$ cat config.mk
export PLATFORM = sky130hd
export DESIGN_NAME = uart_rx_fifo
export DESIGN_NICKNAME = d
export VERILOG_FILES = /design/src/rtl/uart_rx_fifo.sv
export SDC_FILE = /design/constraint.sdc
export NUM_CORES = 1
export LEC_CHECK = 0
export BUFFER_PORTS_ARGS = -buffer_cell sky130_fd_sc_hd__buf_2
export CAP_MARGIN = 40
export CORE_ASPECT_RATIO = 0.9
export CORE_MARGIN = 2
export CORE_UTILIZATION = 55
export DETAILED_ROUTE_END_ITERATION = 7
export HOLD_SLACK_MARGIN = 0.15
export PLACE_DENSITY = 0.75
export RECOVER_POWER = 50
export SLEW_MARGIN = 40
export SYNTH_ARGS = -nofsm -noshare
export SYNTH_HDL_FRONTEND = slang
export SYNTH_SLANG_ARGS = --single-unit
$ cat constraint.sdc
create_clock -name clk -period 2.21 [get_ports clk]
set_input_delay 0.221 -clock clk [delete_from_list [all_inputs] [get_ports clk]]
set_output_delay 0.221 -clock clk [all_outputs]
set_load 0.02 [all_outputs]
$ cat src/rtl/uart_rx_fifo.sv
// ============================================================================
// Module   : uart_rx_fifo
// Purpose  : 16x-oversampled UART receiver feeding an FWFT byte FIFO.
//            Define UART_RX_PARITY_EN for 8E1 frames; default build is 8N1.
// Revision : 1.0
// ============================================================================
`default_nettype none

module uart_rx_fifo #(
   parameter int CLK_DIV = 434,
   parameter int FIFO_AW = 3
) (
   input  logic       clk,
   input  logic       rst_n,
   input  logic       rx,
   input  logic       rd_en,
   output logic [7:0] rd_data,
   output logic       empty,
   output logic       full,
   output logic       overflow,
   input  logic       ovf_clr,
   output logic       frame_err,
   output logic       parity_err
);

   localparam int DIV_W = (CLK_DIV > 1) ? $clog2(CLK_DIV) : 1;
   localparam int DEPTH = 2 ** FIFO_AW;
   localparam int PTR_W = FIFO_AW + 1;
   localparam logic [DIV_W-1:0] DIV_LAST = DIV_W'(CLK_DIV - 1);

   typedef enum logic [2:0] {
      S_IDLE,
      S_START,
      S_DATA,
`ifdef UART_RX_PARITY_EN
      S_PARITY,
`endif
      S_STOP,
      S_BREAK
   } state_t;

   state_t             state_q;
   logic [2:0]         rx_sync_q;
   logic [DIV_W-1:0]   div_q;
   logic [3:0]         samp_q;
   logic [2:0]         idx_q;
   logic [7:0]         shift_q;
   logic               push_q;
   logic               frame_err_q;
`ifdef UART_RX_PARITY_EN
   logic               par_bad_q;
   logic               parity_err_q;
`endif

   logic               w_rx;
   logic               w_fall;
   logic               w_tick;
   logic               w_mid;

   // rx_sync_q[1] is the synchronised line; [2] is its one-cycle history for edge detect
   assign w_rx   = rx_sync_q[1];
   assign w_fall = rx_sync_q[2] & ~rx_sync_q[1];
   assign w_tick = (state_q != S_IDLE) && (div_q == DIV_LAST);
   assign w_mid  = w_tick && (samp_q == 4'd7);

   always_ff @(posedge clk or negedge rst_n) begin
      if (!rst_n) begin
         state_q     <= S_IDLE;
         rx_sync_q   <= 3'b111;
         div_q       <= '0;
         samp_q      <= '0;
         idx_q       <= '0;
         shift_q     <= '0;
         push_q      <= 1'b0;
         frame_err_q <= 1'b0;
`ifdef UART_RX_PARITY_EN
         par_bad_q    <= 1'b0;
         parity_err_q <= 1'b0;
`endif
      end else begin
         rx_sync_q   <= {rx_sync_q[1:0], rx};
         push_q      <= 1'b0;
         frame_err_q <= 1'b0;
`ifdef UART_RX_PARITY_EN
         parity_err_q <= 1'b0;
`endif
         // Counters sit at zero in IDLE so a start edge always begins a fresh bit period
         if (state_q == S_IDLE) begin
            div_q  <= '0;
            samp_q <= '0;
         end else if (w_tick) begin
            div_q  <= '0;
            samp_q <= samp_q + 4'd1;
         end else begin
            div_q  <= div_q + DIV_W'(1);
         end

         case (state_q)
            S_IDLE: begin
               if (w_fall) state_q <= S_START;
            end
            S_START: begin
               if (w_mid) begin
                  idx_q   <= '0;
                  state_q <= w_rx ? S_IDLE : S_DATA;
               end
            end
            S_DATA: begin
               if (w_mid) begin
                  shift_q[idx_q] <= w_rx;
                  idx_q          <= idx_q + 3'd1;
                  if (idx_q == 3'd7) begin
`ifdef UART_RX_PARITY_EN
                     state_q <= S_PARITY;
`else
                     state_q <= S_STOP;
`endif
                  end
               end
            end
`ifdef UART_RX_PARITY_EN
            S_PARITY: begin
               if (w_mid) begin
                  par_bad_q <= w_rx ^ (^shift_q);
                  state_q   <= S_STOP;
               end
            end
`endif
            S_STOP: begin
               if (w_mid) begin
`ifdef UART_RX_PARITY_EN
                  parity_err_q <= par_bad_q;
                  push_q       <= w_rx & ~par_bad_q;
`else
                  push_q       <= w_rx;
`endif
                  frame_err_q  <= ~w_rx;
                  state_q      <= w_rx ? S_IDLE : S_BREAK;
               end
            end
            S_BREAK: begin
               if (w_rx) state_q <= S_IDLE;
            end
            default: state_q <= S_IDLE;
         endcase
      end
   end

   assign frame_err = frame_err_q;
`ifdef UART_RX_PARITY_EN
   assign parity_err = parity_err_q;
`else
   assign parity_err = 1'b0;
`endif

   logic [7:0]       mem_q [DEPTH];
   logic [PTR_W-1:0] wr_q, wr_d;
   logic [PTR_W-1:0] rd_q, rd_d;
   logic             ovf_q, ovf_d;
   logic             w_pop;
   logic             w_push;

   assign empty = (wr_q == rd_q);
   assign full  = (wr_q[FIFO_AW] != rd_q[FIFO_AW]) &&
                  (wr_q[FIFO_AW-1:0] == rd_q[FIFO_AW-1:0]);

   // A pop in the same cycle frees the slot, so a push at full still lands
   always_comb begin
      w_pop  = rd_en & ~empty;
      w_push = push_q & (~full | w_pop);
      wr_d   = wr_q + PTR_W'(w_push);
      rd_d   = rd_q + PTR_W'(w_pop);
      ovf_d  = ovf_q;
      if (push_q && full && !w_pop) ovf_d = 1'b1;
      else if (ovf_clr)             ovf_d = 1'b0;
   end

   always_ff @(posedge clk or negedge rst_n) begin
      if (!rst_n) begin
         wr_q  <= '0;
         rd_q  <= '0;
         ovf_q <= 1'b0;
      end else begin
         wr_q  <= wr_d;
         rd_q  <= rd_d;
         ovf_q <= ovf_d;
      end
   end

   always_ff @(posedge clk) begin
      if (w_push) mem_q[wr_q[FIFO_AW-1:0]] <= shift_q;
   end

   assign rd_data  = empty ? 8'h00 : mem_q[rd_q[FIFO_AW-1:0]];
   assign overflow = ovf_q;

endmodule

`default_nettype wire

After elaboration in Yosys (flattened, before gate mapping)
Memory sizes are Yosys's and may differ from the RTL's.
Index checks and enable logic that the tools add are counted.
- register bits: 41
- bits in writable memories: 64
- input bits: 5
- output and inout bits: 13
- logic and storage cells: 85
- memories kept: 1
- memories (memory ; depth ; bits a word ; read ports ; clocked after Yosys merged registers in ; wr ports ; line ; RTL):
    mem_q ; 8 ; 8 ; 1 ; 0 ; 1 ; 156 ; logic [7:0] mem_q [DEPTH];
- add/sub/neg operators: 5
- $lt $le $gt $ge: 2
- equality and inequality tests: 16
- muxes and demuxes: 28
- bitwise logic cells: 7
- reduce and logical (&&, ||, !) cells: 15
- operators by type and width (cell ; count):
    3-bit two-way mux ; 9
    9-bit two-way mux ; 2
    3-bit one-hot mux with 5 select lines ; 1
    2-bit != test (second input constant) ; 6
    9-bit by 1-bit adder with 9-bit output (second input constant) ; 1
    9-bit equality test (second input constant) ; 1
    1-bit two-way mux ; 9
    4-bit by 1-bit adder with 4-bit output ; 2
    8-bit bitwise mux ; 1
    4-bit two-way mux ; 2
    8-bit two-way mux ; 1
    3-bit by 2-bit equality test with 1-bit output (second input constant) ; 2
    3-bit equality test (second input constant) ; 2
    1-bit logical AND ; 6
    3-bit one-hot mux with 2 select lines ; 1
    6-bit AND reduction ; 1
    2-bit nonzero test ; 3
    4-bit by 1-bit adder with 4-bit output (second input constant) ; 1
    4-bit by 3-bit equality test with 1-bit output (second input constant) ; 1
    4-bit equality test ; 1
    3-bit by 4-bit < comparator with 1-bit output (second input constant) ; 1
    3-bit by 1-bit adder with 3-bit output (second input constant) ; 1
    1-bit bitwise AND ; 3
    1-bit demux with 3-bit select ; 1
    other kinds (12) ; 14

Logic depth before layout (Yosys ltp)
Gate-level depths: netlist (run 1).
- depth in word-level cells: 7
- mapped depth: 8
- gate-level depth less buffers: 7

Worst setup path before layout (run 1)
OpenSTA, ideal clock, no wires.
- path type: register -> register
- start: register rd_q[0]
- end: memory mem_q[0][0], enable pin
- setup time: 0.395 ns
- data arrival time: 1.839 ns
- data required time: 1.815 ns
- setup slack: -0.023 ns
- cell stages (with the launch flop): 6
- buffers on the path: 1
- period minus slack after synthesis: 2.233 ns
- path through: dfrtp_1 buf_2 xnor2_1 nand4_1 o21ai_0 nor4_1
- cells in the longest elaborated chain, start to end: 7
- elaborated cells between the ends (all ways): 10
- those cells by class: eq/ne: 2; mux: 2; bitwise: 5; reduce/logical: 1
- RTL lines (element ; line ; RTL):
    from (decl) ; 158 ; logic [PTR_W-1:0] rd_q, rd_d;
    from (signal assigned) ; 185 ; rd_q <= rd_d;
    4-bit equality test / 3-bit equality test (equally long branches) ; 163, 165 ;
    1-bit inverter / 1-bit logical AND (equally long branches) ; 169, 164 ;
    1-bit bitwise AND / 1-bit inverter (equally long branches) ; 169, 170 ;
    1-bit bitwise OR * ; 170 ; w_push = push_q & (~full | w_pop);
    1-bit bitwise AND * ; 170 ;
    1-bit two-way mux * ; 191 ; if (w_push) mem_q[wr_q[FIFO_AW-1:0]] <= shift_q;
    1-bit two-way mux (not written as such) * ; 191 ;
    to (decl) ; 156 ;
Every way passes the cells marked *; elsewhere a longest branch is shown, timed or not.

Final worst setup path (run 1)
- start: register rd_q[0]
- end: output rd_data[7]
- cells in the longest elaborated chain, start to end: 2
- elaborated cells between the ends (all ways): 3
- those cells by class: eq/ne: 1; mux: 1; memory: 1
- RTL lines (element ; line ; RTL):
    memory read 8 x 8 bit / 4-bit equality test (equally long branches) ; n/a ;
    8-bit two-way mux * ; 194 ; assign rd_data = empty ? 8'h00 : mem_q[rd_q[FIFO_AW-1:0]];
    to (decl) ; 17 ; output logic [7:0] rd_data,
Marked as above.

==> results.py, run 1 <==
metrics = {
    "route": {
        "drtIter0Drc": 136,
        "top_layer": "met4",
        "antenna_left": 0,
        "avgRoutedWirePerCell_um": 17.5,
        "drt-met1-wl_um": 3480,
        "route.met3.wl_um": 305,
        "wl_met2_um": 3660,
        "drt_wl_total_um": 7490,
        "drc": 0,
        "first_pass_iters": 4,
        "vias": 2441,
        "vias_per_cell": 5.69,
    },
    "critical_path": {
        "crit_required_ns": 1.99,
        "worstSetupStartpointType": "register",
        "critical_path_class": "register to primary output",
        "arrival_ns": 1.85,
        "path_max_fanout": 9,
        "end_kind": "primary output",
    },
    "placement": {
        "dp_hpwl_um": 5070,
        "gp_congestion": 0.849,
        "io_buffers": 16,
    },
    "cells_and_area": {
        "layout.nets": 339,
        "antenna_cells": 0,
        "multi_input_area_mm2": 0.00145,
        "syn_to_final_growth_pct": 12.5,
        "layout-drive-gt1-share_pct": 23.3,
        "nFillCells": 594,
        "seq_area_mm2": 0.00295,
    },
    "yosys": {
        "avgSynthCellArea_um2": 15.4,
        "ys_types": 42,
        "ys_seq_area_share_pct": 65.9,
        "yosysWarnings": 0,
        "syn_nets": 305,
        "synth-seq-cells": 105,
        "synth.top_cell.area_share_pct": 42.9,
        "synthTopCellsByArea": "edfxtp_1 43%, dfrtp_1 21%, mux4_2 8.0%",
        "synthCells": 291,
        "yosysTopAreaCell": "edfxtp_1",
        "synth_area_mm2": 0.00448,
    },
    "outcome": {
        "status": "finished, final reports clean",
    },
    "clocking": {
        "clock_sinks": 105,
        "clockBufferDepth": 2,
        "clkLatencyLatePin_ns": 0.36,
        "path_clk_slew_ns": 0.10,
        "cts.htree.levels": 3,
        "postCtsSetupBuffers": 0,
        "numCtsBuffers": 9,
        "cts_root_buf": "clkbuf_8",
        "cts_tree": "yes",
    },
    "sta": {
        "period_minus_slack_ns": 2.07,
        "setup_tns_ns": 0,
        "finalCritPeriodShare_pct": 93.5,
        "worstMarginPinSlew_ns": 0.984,
        "slew_violations": 0,
        "setup_violations": 0,
        "fin_skew_ns": 0.0162,
        "hold_viol_final": 0,
        "max_freq_mhz": 484,
        "rsz0062_at_grt": "false",
        "worst_slew_margin_rel_pct": 34.4,
    },
    "floorplan": {
        "die_area_mm2": 0.00888,
        "die_w_um": 99.1,
        "top_level_ports": 18,
        "fp-row-count": 31,
        "core_mm2": 0.00799,
        "initial_utilization_pct": 56.0,
        "fp.dieH_um": 89.6,
    },
    "global_routing": {
        "track_usage_pct": 18.3,
        "grt_pass1_vias": 2403,
        "antenna_found_initial": 0,
        "grt_max_degree": 42,
        "grt_pass1_wl_um": 12300,
        "grt-ovfl-total": 0,
    },
    "power": {
        "power_mw": 4.77,
        "vdd_ir_drop_max_mv": 0.482,
        "pwr_density_cell_mw_per_mm2": 947,
        "leakagePower_nw": 2.08,
    },
    "min_path": {
        "hold_path.class": "input port to register",
    },
    "run": {
        "drv_cap": 0,
    },
}
## registers in the layout, summed over array words and instances (netlist names), 3 cells and up
signal / flops
div_q: 9
idx_q: 3
mem_q: 64
rd_q: 4
rx_sync_q: 3
samp_q: 4
shift_q: 8
state_q: 3
wr_q: 4
## routing by layer
layer  track usage [%]  up-vias
met3              5.34        4
met4              4.73        0
met5                 0        -
li1                  -     1155
met2              29.7       65
met1              24.8     1217
## kinds of logic after synthesis
logic type	synth area share (%)
buf+inv	1.96
xor+xnor	3.52
compound gates	1.62
other cells	0.0838
mux	12.1
flops	65.9
simple gates	12.3
fa+ha+maj	2.52
## cells in the mapped netlist
library cell,n
clkbuf_1,6
mux2_1,8
nand4_1,3
conb_1,1
nand4_2,1
nand4bb_4,1
and2_1,1
nor4_2,1
inv_1,5
nor4_1,3
ha_1,9
edfxtp_1,64
nor2b_1,3
nand3b_1,1
or4_4,1
nor4b_2,3
nand2_1,12
mux4_2,16
nor3_1,13
buf_4,2
dfstp_2,3
nand2b_1,3
and3b_1,2
xor2_1,7
xnor2_1,11
o21ai_0,2
and4bb_2,1
mux2i_1,9
a211o_1,1
nand3_1,11
nor2_1,28
nor3b_1,1
nand4b_1,3
buf_2,4
and4b_1,1
and4_1,1
a21oi_1,3
o2bb2ai_1,2
dfrtp_1,38
a31oi_1,2
buf_1,3
a22o_1,1
## power by group
part / switching (mW) / internal, mW
clock network: 0.668 / 0.546
registers: 0.143 / 2.17
logic: 0.616 / 0.626
## critical path, stage by stage (launching register included)
cell and delay (ns):
dfrtp_2 0.45, buf_12 0.16, mux4_2 0.52, mux2i_1 0.14
nor2_1 0.05, buf_2 0.15
## area by class of cell
cell class,count,area share [%]
inverter,5,0.373
clock buffer,9,2.46
tap,99,2.46
sequential,105,58.6
clock inverter,7,1.71
timing repair buffer,38,5.57
multi-input combinational,166,28.8
## final timing paths
check	from	to	slack, ns	depth (start not counted)
setup / recovery	rd_q[0]$_DFF_PN0_	rd_data[7]	0.14	5
hold / removal	rd_en	rd_q[0]$_DFF_PN0_	0.30	3
setup reg to reg	div_q[1]$_DFF_PN0_	shift_q[2]$_DFFE_PN0P_	0.28	6
hold reg to reg	rx_sync_q[0]$_DFF_PN1_	rx_sync_q[1]$_DFF_PN1_	0.37	0
max in group asynchronous	rst_n	rd_q[0]$_DFF_PN0_	1.00	2
min in group asynchronous	rst_n	shift_q[6]$_DFFE_PN0P_	0.54	2
## timing repair
action | CTS | global route
hold buffers | 2 | 1
cloned | 0 | 1
hold endpoints to repair | 39 | 1
resized for setup | 1 | 3
setup endpoints to repair | 8 | 8
## metrics by stage
stage | hold slack [ns] | util, % | instance area (um^2) | cells | setup WS [ns]
after CTS | 0.154 | 62.5 | 4990 | 427 | 0.0266
after global placement | 0.326 | 59.5 | 4750 | 409 | 0.227
after detailed placement | 0.230 | 59.6 | 4760 | 409 | 0.279
after global routing | 0.278 | 63.0 | 5030 | 429 | 0.0100
after floorplan | -0.0746 | - | 4480 | 291 | 0.0202
final | 0.296 | 63.0 | 5030 | 429 | 0.144
## cell usage in the layout, fill, tap and decap left out, types with 2 or more instances in the layout
cell and instances:
a21oi_1 3, a31oi_1 2, and3b_1 2, buf_2 13
buf_4 17, clkbuf_1 2, clkbuf_8 9, dfrtp_1 37
dfstp_2 2, dlygate4sd3_1 3, edfxtp_1 64, ha_1 9
inv_1 5, inv_6 2, mux2_1 8, mux2i_1 9
mux4_2 16, nand2_1 12, nand2b_1 3, nand3_1 11
nand4_1 3, nand4b_1 3, nor2_1 28, nor2b_1 3
nor3_1 12, nor4_1 2, nor4_2 2, nor4b_2 3
o21ai_0 2, o2bb2ai_1 2, xnor2_1 11, xor2_1 7
Power figures use the tool's default switching activity.
==> inputs of run 2 (changes only) <==
--- a/config.mk
+++ b/config.mk
@@ -13,7 +13,8 @@
 export DETAILED_ROUTE_END_ITERATION = 7
 export HOLD_SLACK_MARGIN = 0.15
 export PLACE_DENSITY = 0.75
-export RECOVER_POWER = 50
+export RECOVER_POWER = 100
+export SKIP_LAST_GASP = 1
 export SLEW_MARGIN = 40
 export SYNTH_ARGS = -nofsm -noshare
 export SYNTH_HDL_FRONTEND = slang
==> run 2 against run 1 <==
Against the previous run: maximum frequency about the same; combinational power about the same; first-iteration DRC count up 10%; critical path type unchanged; critical endpoint unchanged; highest routed layer unchanged.
==> results.py, run 2 (synthesis gave the netlist of run 1 again) <==
metrics = {
    "power": {
        "vdd_ir_drop_max_mv": 0.481,
        "clock_power_share_pct": 25.5,
        "seq_power_share_pct": 48.6,
        "p_sw_mw": 1.42,
        "p_int_mw": 3.34,
        "leakagePower_nw": 2.05,
        "swShare_pct": 29.9,
        "combPwrFrac_pct": 26.0,
        "pwr_density_cell_mw_per_mm2": 957,
    },
    "sta": {
        "rsz0062_at_grt": "false",
        "fin_skew_ns": 0.0161,
        "period_minus_slack_ns": 2.07,
        "hold_viol_final": 0,
        "max_freq_mhz": 484,
        "worstMarginPinSlew_ns": 0.993,
        "setup_tns_ns": 0,
        "finalCritPeriodShare_pct": 93.5,
        "setup_violations": 0,
        "finalHoldWorstSlack_ns": 0.299,
        "fin_ws_ns": 0.143,
        "slew_violations": 0,
        "worst_slew_margin_rel_pct": 33.8,
    },
    "clocking": {
        "cts_tree": "yes",
        "clockBufferDepth": 2,
        "numCtsBuffers": 9,
        "postCtsSetupBuffers": 0,
        "clkLatencyLatePin_ns": 0.36,
        "cts_root_buf": "clkbuf_8",
        "cts.htree.levels": 3,
        "path_clk_slew_ns": 0.10,
        "clock_sinks": 105,
    },
    "critical_path": {
        "end_kind": "primary output",
        "rr_worst_depth": 6,
        "r2r-start": "div_q[1]$_DFF_PN0_",
        "crit_required_ns": 1.99,
        "critPathBufInv": 2,
        "critical_path_class": "register to primary output",
        "path_max_fanout": 9,
        "crit_family": "multiplexers",
        "r2r_end": "idx_q[0]$_DFFE_PN0P_",
        "worstSetupStartpointType": "register",
        "arrival_ns": 1.85,
        "r2r_setup_slack_ns": 0.19,
        "slowest_delay_ns": 0.52,
        "crit_slowest_cell": "mux4_2",
        "cp_cell_sequence": "buf_12 > mux4_2 > mux2i_1 > nor2_1 > clkbuf_2",
    },
    "floorplan": {
        "initial_utilization_pct": 56.0,
        "fp-row-count": 31,
        "core_mm2": 0.00799,
        "die_w_um": 99.1,
        "fp.dieH_um": 89.6,
        "die_area_mm2": 0.00888,
        "top_level_ports": 18,
    },
    "route": {
        "vias": 2426,
        "drc": 0,
        "vias_per_cell": 5.66,
        "antenna_left": 0,
        "first_pass_iters": 4,
        "drtIter0Drc": 150,
        "drt_wl_total_um": 7460,
        "avgRoutedWirePerCell_um": 17.4,
    },
    "outcome": {
        "status": "finished, final reports clean",
    },
    "cells_and_area": {
        "nFillCells": 607,
        "layout.nets": 339,
        "antenna_cells": 0,
        "final_cell_mix": "64 x edfxtp_1, 37 x dfrtp_1, 28 x nor2_1",
        "layout-drive-gt1-share_pct": 20.6,
        "final_common_cell": "edfxtp_1",
        "syn_to_final_growth_pct": 11.1,
        "largest_register_ffs": 64,
    },
    "placement": {
        "dp_slack_ns": 0.279,
        "gp_congestion": 0.849,
        "io_buffers": 16,
        "dp_hpwl_um": 5070,
    },
    "min_path": {
        "min_to": "rd_q[0]$_DFF_PN0_",
        "hold_path.class": "input port to register",
        "whs_path_depth": 3,
        "min_from": "rd_en",
    },
    "global_routing": {
        "track_usage_pct": 18.3,
        "grt_max_degree": 42,
        "grt-ovfl-total": 0,
        "grt_pass1_vias": 2403,
        "grt_pass1_wl_um": 12300,
        "antenna_found_initial": 0,
    },
    "run": {
        "drv_cap": 0,
    },
}
==> run 2: per-stage QoR <==
| step | utilization [%] | std cells | instance area (um^2) | power (mW) |
|---|---|---|---|---|
| 2_1_floorplan | - | 291 | 4480 | 3.22 |
| 3_3_place_gp | 59.5 | 409 | 4750 | 3.50 |
| 3_5_place_dp | 59.6 | 409 | 4760 | 3.53 |
| 4_1_cts | 62.5 | 427 | 4990 | 4.74 |
| 5_1_grt | 62.2 | 429 | 4970 | 5.02 |
| 6_report | 62.2 | 429 | 4970 | 4.76 |
==> run 2: worst max-delay path by stage <==
stage	start	to	slack, ns	cells past startpoint
3_5_place_dp	div_q[1]$_DFF_PN0_	shift_q[4]$_DFFE_PN0P_	0.28	6
2_1_floorplan	rd_q[0]$_DFF_PN0_	rd_q[2]$_DFF_PN0_	0.02	8
3_3_place_gp	rd_q[3]$_DFF_PN0_	mem_q[3][6]$_DFFE_PP_	0.23	4
6_report	rd_q[0]$_DFF_PN0_	rd_data[7]	0.14	5
4_1_cts	rd_q[0]$_DFF_PN0_	rd_data[7]	0.03	5
5_1_grt	rd_q[0]$_DFF_PN0_	rd_data[3]	0.01	5
==> run 2: metal layers <==
metal	vias up	part of all wire (%)	GRT usage (%)
met2	50	49	29.7
met3	2	3.4	5.34
met1	1218	47	24.8
met4	0	0.44	4.73
met5	-	0	0
li1	1156	-	-
==> run 2: timing repair <==
item	in CTS	in global routing
hold endpoints to repair	39	1
gates cloned	0	1
endpoints found under the setup margin	8	8
gates resized for setup	1	3
hold buffers	2	1
==> run 2: power groups by stage <==
stage | clock network, mW | registers [mW] | logic [mW]
detailed placement | 0 | 2.34 | 1.19
floorplan | 0 | 2.30 | 0.921
global route | 1.33 | 2.33 | 1.36
finish | 1.21 | 2.31 | 1.24
global placement | 0 | 2.33 | 1.17
CTS | 1.24 | 2.30 | 1.20
==> run 2: worst register-to-register path, cell delays in order, from the launching register on <==
cell      delay, ns
dfrtp_1        0.42
inv_1          0.07
ha_1           0.15
nand4b_1       0.16
nor4_1         0.58
nand2_1        0.22
a211o_1        0.32
==> run 2: area by class of cell <==
| type | count | area [um^2] | area share, % |
|---|---|---|---|
| repair buffers | 38 | 254 | 5.11 |
| flip-flops and latches | 105 | 2950 | 59.4 |
| inverters | 5 | 18.8 | 0.377 |
| multi-input cells | 166 | 1410 | 28.4 |
| clock inverters | 7 | 86.3 | 1.74 |
| clock buffers | 9 | 124 | 2.49 |
| well taps | 99 | 124 | 2.49 |
==> inputs of run 3 (changes only) <==
--- a/config.mk
+++ b/config.mk
@@ -5,6 +5,7 @@
 export SDC_FILE = /design/constraint.sdc
 export NUM_CORES = 1
 export LEC_CHECK = 0
+export ABC_AREA = 1
 export BUFFER_PORTS_ARGS = -buffer_cell sky130_fd_sc_hd__buf_2
 export CAP_MARGIN = 40
 export CORE_ASPECT_RATIO = 0.9
==> run 3 against run 2 <==
Against the previous run: global-route usage up 2.2 points; critical path type unchanged; sequential power down 3%; count of clock-buffer cells in the layout unchanged; non-clock buffer count down 12; synthesized cell count up 58%; clock skew up 0.00061 ns; utilization up 0.12 points; largest cell class unchanged; largest power group unchanged.
==> results.py, run 3 <==
metrics = {
    "min_path": {
        "min_from": "rd_en",
        "min_to": "overflow$_DFFE_PN0P_",
        "whs_path_depth": 4,
        "hold_path.class": "input port to register",
    },
    "sta": {
        "worstMarginPinSlew_ns": 0.997,
        "fin_skew_ns": 0.0167,
        "worst_slew_margin_rel_pct": 33.5,
        "hold_viol_final": 0,
        "setup_tns_ns": 0,
        "rsz0062_at_grt": "true",
        "period_minus_slack_ns": 2.10,
        "setup_violations": 0,
        "slew_violations": 0,
        "finalCritPeriodShare_pct": 95.1,
        "max_freq_mhz": 476,
    },
    "critical_path": {
        "crit_slowest_cell": "dfrtp_2",
        "crit_required_ns": 1.99,
        "arrival_ns": 1.88,
        "slowest_delay_ns": 0.44,
        "r2r_end": "mem_q[5][2]$_DFFE_PP_",
        "end_kind": "primary output",
        "crit_top_cell": "o21ai_0",
        "r2r_setup_slack_ns": 0.23,
        "crit_family": "buffers and inverters",
        "path_max_fanout": 20,
        "critPathBufInv": 4,
        "worstSetupStartpointType": "register",
        "rr_worst_depth": 6,
        "critical_path_class": "register to primary output",
        "r2r-start": "wr_q[0]$_DFF_PN0_",
        "cp_cell_sequence": "buf_12 > inv_2 > buf_12 > o21ai_0 > o21ai_0 > o21ai_0 > nor2_1 > buf_2",
    },
    "yosys": {
        "synth_edf_count": 64,
        "ys_types": 29,
        "synth-main-ff-cell": "edfxtp_1",
        "synth_area_mm2": 0.00465,
        "synthTopCellsByArea": "edfxtp_1 41%, dfrtp_1 20%, nor2_1 8.3%",
        "yosysTopAreaCell": "edfxtp_1",
        "synth-seq-cells": 105,
        "async_flop_share_pct": 39.0,
        "synth_most_common_cell": "nor2_1",
        "synthCells": 459,
        "syn_nets": 473,
        "ys_seq_area_share_pct": 63.4,
        "avgSynthCellArea_um2": 10.1,
        "synth.top_cell.area_share_pct": 41.3,
        "synthTopCellsByCount": "103 x nor2_1, 64 x edfxtp_1, 63 x nand2_1",
        "yosysWarnings": 0,
    },
    "cells_and_area": {
        "stdcell_area_mm2": 0.00508,
        "largest_register_ffs": 64,
        "final_cell_mix": "104 x nor2_1, 65 x nand2_1, 64 x edfxtp_1",
        "antenna_cells": 0,
        "final_common_cell": "nor2_1",
        "fin_util_pct": 62.4,
        "layout.nets": 493,
        "layout-drive-gt1-share_pct": 9.71,
        "syn_to_final_growth_pct": 9.14,
        "instances_no_fill": 583,
    },
    "run": {
        "drv_cap": 0,
    },
    "placement": {
        "dp.cells": 563,
        "placed_area_mm2": 0.00481,
        "gp_congestion": 0.811,
        "io_buffers": 16,
        "dp_hpwl_um": 5650,
    },
    "power": {
        "p_int_mw": 3.41,
        "swShare_pct": 36.8,
        "seq_power_share_pct": 41.6,
        "power_mw": 5.39,
        "p_sw_mw": 1.98,
        "vdd_ir_drop_max_mv": 0.520,
        "clock_power_share_pct": 22.5,
        "combPwrFrac_pct": 35.9,
        "leakagePower_nw": 2.27,
        "pwr_density_cell_mw_per_mm2": 1060,
    },
    "global_routing": {
        "grt_pass1_wl_um": 14600,
        "track_usage_pct": 20.4,
        "grt_max_degree": 42,
        "antenna_found_initial": 0,
        "grt-ovfl-total": 0,
        "grt_pass1_vias": 3136,
    },
    "clocking": {
        "clkLatencyLatePin_ns": 0.37,
        "clockBufferDepth": 2,
        "cts_tree": "yes",
        "clock_sinks": 105,
        "numCtsBuffers": 9,
        "path_clk_slew_ns": 0.10,
        "cts_root_buf": "clkbuf_8",
        "postCtsSetupBuffers": 0,
        "cts.htree.levels": 3,
    },
    "floorplan": {
        "fp-row-count": 31,
        "initial_utilization_pct": 57.1,
        "die_w_um": 101,
        "die_area_mm2": 0.00922,
        "top_level_ports": 18,
        "core_mm2": 0.00815,
        "fp.dieH_um": 91.3,
    },
    "route": {
        "drc": 0,
        "drtIter0Drc": 259,
        "vias": 3171,
        "vias_per_cell": 5.44,
        "avgRoutedWirePerCell_um": 14.8,
        "antenna_left": 0,
        "drt_wl_total_um": 8600,
        "first_pass_iters": 4,
    },
    "outcome": {
        "status": "finished, final reports clean",
    },
}
run 3: power by group through the flow:
stage	clock [mW]	sequential, mW	combinational [mW]
after floorplan	0	2.25	1.33
after global placement	0	2.27	1.74
after detailed placement	0	2.27	1.80
after CTS	1.24	2.24	1.92
after global routing	1.33	2.25	2.16
final	1.21	2.24	1.93
run 3: cell families (layout without fill, tap and decap cells):
| group | after synthesis | count (layout) | synth area share (%) |
|---|---|---|---|
| simple gates | 215 | 215 | 20.0 |
| flops | 105 | 105 | 63.4 |
| compound gates | 68 | 68 | 7.31 |
| buf+inv | 50 | 75 | 4.68 |
| xor+xnor | 10 | 10 | 1.88 |
| fa+ha+maj | 9 | 9 | 2.42 |
| other cells | 1 | 1 | 0.0806 |
| mux | 1 | 1 | 0.215 |
run 3: worst max path at each step:
stage	from	slack [ns]	cells after the start	end
after detailed placement	rd_q[0]$_DFF_PN0_	0.20	8	rd_data[0]
final	rd_q[0]$_DFF_PN0_	0.11	8	rd_data[2]
after floorplan	rd_q[0]$_DFF_PN0_	0.33	10	rd_q[2]$_DFF_PN0_
after CTS	rd_q[0]$_DFF_PN0_	-0.006	8	rd_data[0]
after global placement	rd_q[0]$_DFF_PN0_	0.29	8	rd_data[0]
after global routing	rd_q[0]$_DFF_PN0_	-0.008	8	rd_data[3]
run 3: through the flow:
stage | setup WS (ns) | hold slack, ns
floorplan | 0.330 | -0.0746
global placement | 0.289 | 0.329
detailed placement | 0.202 | 0.234
CTS | -0.00603 | 0.166
global route | -0.00789 | 0.194
finish | 0.109 | 0.183
run 3: routing by layer:
layer | global-route usage, % | up-vias | routed length [um]
met3 | 5.08 | 9 | 355
met1 | 26.4 | 1512 | 3910
li1 | - | 1573 | -
met2 | 34.8 | 77 | 4270
met5 | 0 | - | 0
met4 | 4.73 | 0 | 71
run 3: tightest hold or removal path: stages:
cell     delay (ns)
buf_2          0.08
inv_1          0.06
nand3_1        0.10
nand2_1        0.05
run 3: area by class of cell:
class	count	area [um^2]
clock buffer	9	124
clock inverter	7	86.3
fill	645	3070
inverter	33	124
multi-input combinational	304	1460
sequential	105	2950
tap	99	124
timing repair buffer	26	208
run 3: timing repair:
item                                    4_1_cts  5_1_grt
resized for setup                             8       11
cloned                                        1        0
endpoints found under the setup margin        8        8
hold buffers                                  3        0
endpoints found under the hold margin        40        0
pin swaps                                     0        1
